`config.mk`:
```
export PLATFORM = sky130hd
export DESIGN_NAME = wishbone_fifo_device
export DESIGN_NICKNAME = d
export VERILOG_FILES = /design/src/rtl/wishbone_fifo_device.sv
export SDC_FILE = /design/constraint.sdc
export NUM_CORES = 1
export LEC_CHECK = 0
export CAP_MARGIN = 20
export CORE_AREA = 3 3 113 115
export DETAILED_ROUTE_END_ITERATION = 10
export DIE_AREA = 0 0 116 118
export PLACE_DENSITY_LB_ADDON = 0.15
export SETUP_SLACK_MARGIN = 0.4
export SYNTH_ARGS = -nofsm -noshare
export SYNTH_HDL_FRONTEND = slang
export SYNTH_SLANG_ARGS = --single-unit
```
`constraint.sdc`:
```
create_clock -name clk_i -period 1.9 [get_ports clk_i]
set_input_delay 0.285 -clock clk_i [delete_from_list [all_inputs] [get_ports clk_i]]
set_output_delay 0.285 -clock clk_i [all_outputs]
set_load 0.1 [all_outputs]
```
`src/rtl/wishbone_fifo_device.sv`:
```
// Wishbone classic responder in front of a synchronous FIFO.
// A write cycle pushes dat_i and a read cycle pops the head onto dat_o.
// Every termination (ack/err/rty) is registered, so none is ever asynchronous.
// A programmable number of wait states can be inserted before the response.
// A write to a full FIFO, or a read from an empty one, is answered with
// rty_o or err_o and leaves the FIFO untouched.
module wishbone_fifo_device #(
  parameter int DAT_WIDTH     = 8,
  parameter int DEPTH         = 16,
  parameter int WAIT_STATES   = 0,
  parameter int RETRY_NOT_ERR = 1
) (
  input  logic                       clk_i,
  input  logic                       rst_i,
  input  logic                       cyc_i,
  input  logic                       stb_i,
  input  logic                       we_i,
  input  logic [DAT_WIDTH-1:0]       dat_i,
  output logic                       ack_o,
  output logic                       err_o,
  output logic                       rty_o,
  output logic [DAT_WIDTH-1:0]       dat_o,
  output logic [$clog2(DEPTH):0]     count_o,
  output logic                       full_o,
  output logic                       empty_o
);

  localparam int AW      = $clog2(DEPTH);
  localparam int CW      = AW + 1;
  localparam int WS_INIT = (WAIT_STATES > 0) ? WAIT_STATES - 1 : 0;

  localparam logic [1:0] S_IDLE = 2'd0;
  localparam logic [1:0] S_WAIT = 2'd1;
  localparam logic [1:0] S_RESP = 2'd2;

  logic [1:0]           state;
  logic [3:0]           wait_cnt;
  logic                 we_q;
  logic [DAT_WIDTH-1:0] wdat_q;
  logic [AW-1:0]        wr_ptr;
  logic [AW-1:0]        rd_ptr;
  logic [DAT_WIDTH-1:0] mem [DEPTH];

  logic req;
  logic cur_we;
  logic enter_resp;
  logic resp_ok;
  logic push;
  logic pop;

  assign req = cyc_i & stb_i;

  // In IDLE the direction has not been latched yet, so look at the bus.
  assign cur_we = (state == S_IDLE) ? we_i : we_q;

  assign enter_resp = req & (((state == S_IDLE) && (WAIT_STATES == 0)) ||
                             ((state == S_WAIT) && (wait_cnt == 4'd0)));

  assign resp_ok = cur_we ? ~full_o : ~empty_o;

  // The FIFO only changes on the edge leaving RESP, and only if the
  // controller is still requesting and the transfer was acknowledged.
  assign push = (state == S_RESP) & ack_o & we_q  & req;
  assign pop  = (state == S_RESP) & ack_o & ~we_q & req;

  // Transaction sequencing: IDLE -> (WAIT ->) RESP -> IDLE, abort on dropped request.
  always_ff @(posedge clk_i or posedge rst_i) begin
    if (rst_i) begin
      state    <= S_IDLE;
      wait_cnt <= 4'd0;
      we_q     <= 1'b0;
    end else begin
      case (state)
        S_IDLE: begin
          if (req) begin
            we_q     <= we_i;
            wait_cnt <= 4'(WS_INIT);
            state    <= (WAIT_STATES == 0) ? S_RESP : S_WAIT;
          end
        end
        S_WAIT: begin
          if (!req) begin
            state <= S_IDLE;
          end else if (wait_cnt == 4'd0) begin
            state <= S_RESP;
          end else begin
            wait_cnt <= wait_cnt - 4'd1;
          end
        end
        S_RESP:  state <= S_IDLE;
        default: state <= S_IDLE;
      endcase
    end
  end

  // Capture write data together with the request; no reset needed on a data path.
  always_ff @(posedge clk_i) begin
    if ((state == S_IDLE) && req) begin
      wdat_q <= dat_i;
    end
  end

  // FIFO storage, written at the committing edge of an acknowledged write.
  always_ff @(posedge clk_i) begin
    if (push) begin
      mem[wr_ptr] <= wdat_q;
    end
  end

  // One-cycle registered response, chosen on the edge entering RESP.
  always_ff @(posedge clk_i or posedge rst_i) begin
    if (rst_i) begin
      ack_o <= 1'b0;
      err_o <= 1'b0;
      rty_o <= 1'b0;
      dat_o <= '0;
    end else begin
      ack_o <= 1'b0;
      err_o <= 1'b0;
      rty_o <= 1'b0;
      dat_o <= '0;
      if (enter_resp) begin
        if (resp_ok) begin
          ack_o <= 1'b1;
          if (!cur_we) begin
            dat_o <= mem[rd_ptr];
          end
        end else if (RETRY_NOT_ERR != 0) begin
          rty_o <= 1'b1;
        end else begin
          err_o <= 1'b1;
        end
      end
    end
  end

  // Pointers and occupancy; push and pop never commit on the same edge.
  always_ff @(posedge clk_i or posedge rst_i) begin
    if (rst_i) begin
      wr_ptr  <= '0;
      rd_ptr  <= '0;
      count_o <= '0;
      full_o  <= 1'b0;
      empty_o <= 1'b1;
    end else if (push) begin
      wr_ptr  <= wr_ptr + AW'(1);
      count_o <= count_o + CW'(1);
      full_o  <= (count_o == CW'(DEPTH - 1));
      empty_o <= 1'b0;
    end else if (pop) begin
      rd_ptr  <= rd_ptr + AW'(1);
      count_o <= count_o - CW'(1);
      full_o  <= 1'b0;
      empty_o <= (count_o == CW'(1));
    end
  end

endmodule

```
==> run_results.csv, run 1 <==
group,metric,value,unit
global_routing,grt.total_usage,0.210,
global_routing,antenna_found_initial,0,
place,routabilityCongestion,0.801,
sta,finClkSkew,0.00495,ns
setup_path,worstPathMaxFanout,5,
clocking,postCtsHoldBufs,0,
setup_path,critPathCaptureType,"flop",
status,status,"completed",
routing,first_pass_iters,5,
run,maxCapViolCount,0,
floorplanning,die_y,118,um
setup_path,cp.required,2.19,ns
global_routing,grt_pass1_vias,3471,
sta,slew_violations,0,
clocking,clk_pin_slew,0.06,ns
floorplanning,die_x,116,um
yosys,ys.warnings.count,0,
floorplanning,initial_core_util,0.545,
yosys,synth_seq_area_share,0.734,
sta,hold_violations,0,
power,p_leak,2.82,nW
sta,rsz0062_at_grt,"true",
floorplanning,coreArea,11900,um2
yosys,syn-mean-instance-area,18.9,um2
yosys,syn_nets,365,
routing,final_antenna_net_count,0,
routing,drt_iter0_drc,251,
routing,viasPerCell,5.81,
global_routing,grt_pass1_wl,20300,um
global_routing,grt_max_degree,35,
power,power.density,1160,nW/um2
power,ir_worst_vdd,0.637,mV
place,io_buffers,29,
sta,setup_ws,0.155,ns
sta,tightestPinTransition,0.759,ns
routing,routed_wirelength,13400,um
place,dp.cells,521,
sta,slew_headroom,0.494,
sta,setup_viol,0,
yosys,ys_types,39,
routing,via_count,3292,
routing,wl_per_cell,23.6,um
floorplanning,die_area,13700,um2
clocking,clockBufferDepth,2,
clocking,clkLatencyLatePin,0.42,ns
place,dp_hpwl,8750,um
cells_and_area,area_growth,23.8,%
sta,fin_crit_sh,0.918,
sta,whs,0.238,ns
global_routing,grt_overflow,0,
cells_and_area,drive_above_1_share,0.371,
place,pre_cts_ws,-0.139,ns
cells_and_area,antennaDiodeCount,0,
routing,drc,0,
clocking,cts_num_sinks,163,
clocking,root_buffer,"clkbuf_16",
cells_and_area,fin_area,8040,um2
yosys,ys_ff_latch,163,
cells_and_area,fin_util,0.675,
setup_path,cp.arrival,2.04,ns
place,placed_area,7140,um2
clocking,numCtsBuffers,17,
floorplanning,io_pins,31,
yosys,synth_cells,343,
yosys,syn_area,6490,um2
clocking,cts_tree,"yes",
hold_path,hold_class,"primary input to asynchronous set/reset pin",
clocking,htree_levels,4,
sta,timing.fmax,573,MHz
sta,min_period,1.75,ns
setup_path,crit_type,"flop to flop",
setup_path,start_kind,"flop",
floorplanning,fp-row-count,40,
cells_and_area,nets,429,
cells_and_area,stdcell_count,567,
sequential cells by signal (all words and copies together), names as in the netlist:
signal   count
mem        128
dat_o        8
wdat_q       8
count_o      5
rd_ptr       4
wr_ptr       4
ack_o        1
empty_o      1
full_o       1
rty_o        1
state        1
we_q         1
what timing repair did:
action	CTS	global route
endpoints found under the setup margin	136	139
gates resized for setup	31	17
pin swaps	11	7
hold endpoints to repair	0	0
gates cloned	2	0
setup buffers	8	4
cell type report:
| cell class | instances | area (um2) |
|---|---|---|
| sequential | 163 | 4780 |
| tap | 147 | 184 |
| multi-input combinational | 156 | 1760 |
| clock inverter | 11 | 184 |
| timing repair buffer | 60 | 649 |
| inverter | 9 | 37.5 |
| clock buffer | 21 | 440 |
| fill | 799 | 3870 |
cell families after synthesis:
kind of cell / share of synthesized area
AND/OR/NAND/NOR: 0.0540
buffers and inverters: 0.0220
XOR/XNOR: 0.0135
AO/OA/AOI/OAI: 0.0177
flip-flops: 0.734
other: 0.000578
multiplexers: 0.141
adder cells (fa/ha/maj): 0.0174
routing by layer:
metal / global-route usage / vias to the layer above / part of all wire
met3: 0.0478 / 29 / 0.041
met4: 0.0957 / 0 / 0.031
li1: - / 1471 / -
met1: 0.294 / 1710 / 0.43
met5: 0 / - / 0
met2: 0.318 / 82 / 0.50
placed cells by master, fill, tap and decap left out, types with 5 or more instances in the layout:
cell	count
mux4_2	29
inv_1	8
dfrtp_1	17
and2_4	12
and3_4	5
xnor2_1	7
clkdlybuf4s50_1	12
buf_4	30
nand2_1	14
edfxtp_1	136
ha_1	5
buf_6	7
buf_12	7
nand3_1	5
mux2i_1	17
clkbuf_16	17
nor2_1	8
bufinv_16	5
dfrtp_2	6
Yosys cell counts (all sizes together):
master | n | area share
a211oi | 1 | 0.0012
a21o | 2 | 0.0023
a21oi | 3 | 0.0023
a31oi | 1 | 0.00096
a32oi | 1 | 0.0013
and2 | 13 | 0.013
and3 | 6 | 0.0058
and4 | 1 | 0.0013
buf | 12 | 0.015
clkbuf | 3 | 0.0019
conb | 1 | 0.00058
dfrtp | 26 | 0.10
dfstp | 1 | 0.0040
edfxtp | 136 | 0.63
ha | 9 | 0.017
inv | 9 | 0.0052
mux2 | 4 | 0.0069
mux2i | 17 | 0.026
mux4 | 30 | 0.11
nand2 | 19 | 0.011
nand3 | 5 | 0.0039
nand3b | 3 | 0.0035
nand4 | 3 | 0.0029
nor2 | 9 | 0.0052
nor3 | 3 | 0.0023
nor3b | 1 | 0.0012
nor4 | 1 | 0.00096
nor4b | 1 | 0.0023
o21a | 1 | 0.0012
o21ai | 6 | 0.0046
o22ai | 4 | 0.0039
or4 | 1 | 0.0012
xnor2 | 7 | 0.0094
xor2 | 3 | 0.0040
critical path: stages (launching register included):
cell and delay (ns):
dfrtp_2 0.42, buf_12 0.12, buf_16 0.12, mux4_2 0.54, mux2_4 0.29, nand2_2 0.06
o21ai_2 0.06
where the power goes:
part           switching [W]  internal, W
combinational       0.000822     0.000829
clock                0.00128      0.00232
sequential          0.000136      0.00394
final timing paths:
kind | to | depth (start not counted) | start | slack (ns)
setup / recovery | dat_o[4]$_DFF_PP0_ | 6 | rd_ptr[1]$_DFFE_PP0P_ | 0.15
hold / removal | rty_o$_DFF_PP0_ | 3 | rst_i | 0.24
setup reg to reg | dat_o[4]$_DFF_PP0_ | 6 | rd_ptr[1]$_DFFE_PP0P_ | 0.15
hold reg to reg | full_o$_DFFE_PP0P_ | 2 | full_o$_DFFE_PP0P_ | 0.50
max in group asynchronous | empty_o$_DFFE_PP1P_ | 3 | rst_i | 1.34
min in group clk_i | wdat_q[2]$_DFFE_PP_ | 1 | dat_i[2] | 0.42
through the flow:
step / power [W] / setup TNS [ns]
floorplan: 0.00511 / 0
global placement: 0.00549 / -6.51
detailed placement: 0.00551 / -9.06
CTS: 0.00930 / 0
global route: 0.00963 / 0
finish: 0.00933 / 0
Note: power is estimated with default switching activity, not from simulation.
==> inputs of run 2 (changes only) <==
--- a/config.mk
+++ b/config.mk
@@ -6,9 +6,10 @@
 export NUM_CORES = 1
 export LEC_CHECK = 0
 export CAP_MARGIN = 20
-export CORE_AREA = 3 3 113 115
+export CORE_AREA = 2 2 112 114
+export CTS_CLUSTER_SIZE = 14
 export DETAILED_ROUTE_END_ITERATION = 10
-export DIE_AREA = 0 0 116 118
+export DIE_AREA = 0 0 114 116
 export PLACE_DENSITY_LB_ADDON = 0.15
 export SETUP_SLACK_MARGIN = 0.4
 export SYNTH_ARGS = -nofsm -noshare
==> run 2 against run 1 <==
Compared with the run above: via count shrank 0.73%; fmax up 5.6%; cell count grew 1.1%; clock power down 4%; total power shrank 2.3%; setup slack better by 0.093 ns; flip-flop and latch count is the same; hold slack got worse by 0.052 ns; first-iteration DRC count shrank 19%.
==> run_results.csv, run 2 (synthesized netlist as in run 1, its figures left out) <==
group,metric,value,unit
routing,viasPerCell,5.70,
setup_path,cp.arrival,1.95,ns
clocking,clk_pin_slew,0.06,ns
clocking,root_buffer,"clkbuf_16",
power,ir_worst_vdd,0.709,mV
global_routing,grt_pass1_vias,3377,
floorplanning,initial_core_util,0.545,
routing,final_antenna_net_count,0,
global_routing,antenna_found_initial,0,
cells_and_area,drive_above_1_share,0.385,
sta,rsz0062_at_grt,"true",
floorplanning,io_pins,31,
setup_path,worstPathCellList,"buf_12 -> mux4_2 -> mux2_4 -> nand2_2 -> o21ai_2",
power,p_leak,2.84,nW
floorplanning,fp-row-count,40,
clocking,clockBufferDepth,2,
clocking,clkLatencyLatePin,0.42,ns
global_routing,grt.total_usage,0.224,
setup_path,cp.required,2.20,ns
sta,tightestPinTransition,0.787,ns
cells_and_area,top_regs,"mem (128), dat_o (8), wdat_q (8)",
setup_path,start_kind,"flop",
setup_path,worstPathMaxFanout,6,
floorplanning,die_area,13200,um2
setup_path,r2r_start,"rd_ptr[1]$_DFFE_PP0P_",
sta,min_period,1.65,ns
floorplanning,die_y,116,um
sta,finClkSkew,0.00477,ns
routing,first_pass_iters,5,
floorplanning,die_x,114,um
clocking,postCtsHoldBufs,0,
cells_and_area,final_common_cell,"edfxtp_1",
cells_and_area,max_flop_register,"mem",
clocking,cts_num_sinks,163,
sta,setup_viol,0,
sta,slew_headroom,0.476,
power,power.density,1140,nW/um2
cells_and_area,antennaDiodeCount,0,
run,maxCapViolCount,0,
sta,setup_tns,0,ns
cells_and_area,largest_reg_flops,128,
sta,hold_violations,0,
sta,timing.fmax,605,MHz
setup_path,cpMaxStageDelayCell,"mux4_2",
floorplanning,coreArea,11900,um2
place,dp_hpwl,8810,um
setup_path,critPathCaptureType,"flop",
place,io_buffers,29,
hold_path,hold_class,"primary input to asynchronous set/reset pin",
place,routabilityCongestion,0.773,
cells_and_area,area_growth,23.3,%
sta,fin_crit_sh,0.869,
clocking,cts_tree,"yes",
setup_path,critPathMaxStageDelay,0.54,ns
status,status,"completed",
cells_and_area,nets,435,
setup_path,crit_type,"flop to flop",
setup_path,startpoint,"rd_ptr[1]$_DFFE_PP0P_",
cells_and_area,final_cell_mix,"136 x edfxtp_1, 44 x buf_4, 25 x mux4_2",
global_routing,grt_pass1_wl,20400,um
routing,via_count,3268,
routing,drc,0,
routing,wl_per_cell,23.6,um
clocking,htree_levels,4,
cells_and_area,num-fill-cells,796,
global_routing,grt_overflow,0,
power,p_total,0.00911,W
routing,routed_wirelength,13500,um
global_routing,grt_max_degree,35,
clocking,numCtsBuffers,17,
routing,drt_iter0_drc,203,
sta,slew_violations,0,
[run 2: final timing paths]
| kind | end | cells after the start | slack, ns |
|---|---|---|---|
| min reg2reg | count_o[3]$_DFFE_PP0P_ | 1 | 0.50 |
| max in group asynchronous | empty_o$_DFFE_PP1P_ | 3 | 1.46 |
| max | dat_o[4]$_DFF_PP0_ | 5 | 0.25 |
| min in group clk_i | wdat_q[1]$_DFFE_PP_ | 1 | 0.41 |
| min | rd_ptr[2]$_DFFE_PP0P_ | 3 | 0.19 |
| max reg2reg | dat_o[4]$_DFF_PP0_ | 5 | 0.25 |
[run 2: area by class of cell]
| class | instances | area, um2 | area share |
|---|---|---|---|
| Tap cell | 147 | 184 | 0.0230 |
| Inverter | 9 | 37.5 | 0.00469 |
| Sequential cell | 163 | 4780 | 0.597 |
| Multi-Input combinational cell | 156 | 1760 | 0.220 |
| Timing Repair Buffer | 66 | 637 | 0.0796 |
| Clock inverter | 15 | 180 | 0.0225 |
| Clock buffer | 17 | 425 | 0.0531 |
[run 2: layer usage]
metal  global-route usage  share of wire  wire length, um  vias up
met5                    0              0                0        -
met2                0.358           0.50             6790       99
li1                     -              -                -     1486
met3               0.0518          0.046              617       21
met1                0.300           0.43             5850     1662
met4                0.100          0.020              275        0
[run 2: worst max-delay path, delay by kind of cell (launching register included)]
kind / cells / cell delay, ns
mux: 2 / 0.84
simple gates: 1 / 0.06
compound gates: 1 / 0.06
flops: 1 / 0.41
buf+inv: 1 / 0.15
[run 2: what timing repair did]
item	4_1_cts	5_1_grt
cloned	0	0
endpoints found under the setup margin	98	140
resized for setup	21	15
pin swaps	4	5
buffers inserted	8	10
[run 2: power by group]
group          internal, W  leakage, nW  total [W]  switching (W)
clock              0.00208        0.294    0.00345        0.00137
sequential         0.00394         1.57    0.00405       0.000114
combinational     0.000785        0.982    0.00161       0.000823
[run 2: per-stage QoR]
stage                     setup slack [ns]   util  instances  hold WS, ns  area, um2
after floorplan                      0.106      -        343        0.337       6620
after global placement              -0.115  0.601        523        0.482       7150
after detailed placement            -0.126  0.601        523        0.490       7150
after CTS                            0.234  0.661        563        0.183       7870
after global routing                 0.199  0.672        573        0.230       8000
final                                0.248  0.672        573        0.187       8000
==> inputs of run 3 (changes only) <==
--- a/config.mk
+++ b/config.mk
@@ -7,6 +7,7 @@
 export LEC_CHECK = 0
 export CAP_MARGIN = 20
 export CORE_AREA = 2 2 112 114
+export CTS_CLUSTER_DIAMETER = 120
 export CTS_CLUSTER_SIZE = 14
 export DETAILED_ROUTE_END_ITERATION = 10
 export DIE_AREA = 0 0 114 116
==> results of run 3 <==
No change in the layout: final DEF, timing and power equal those of run 2.
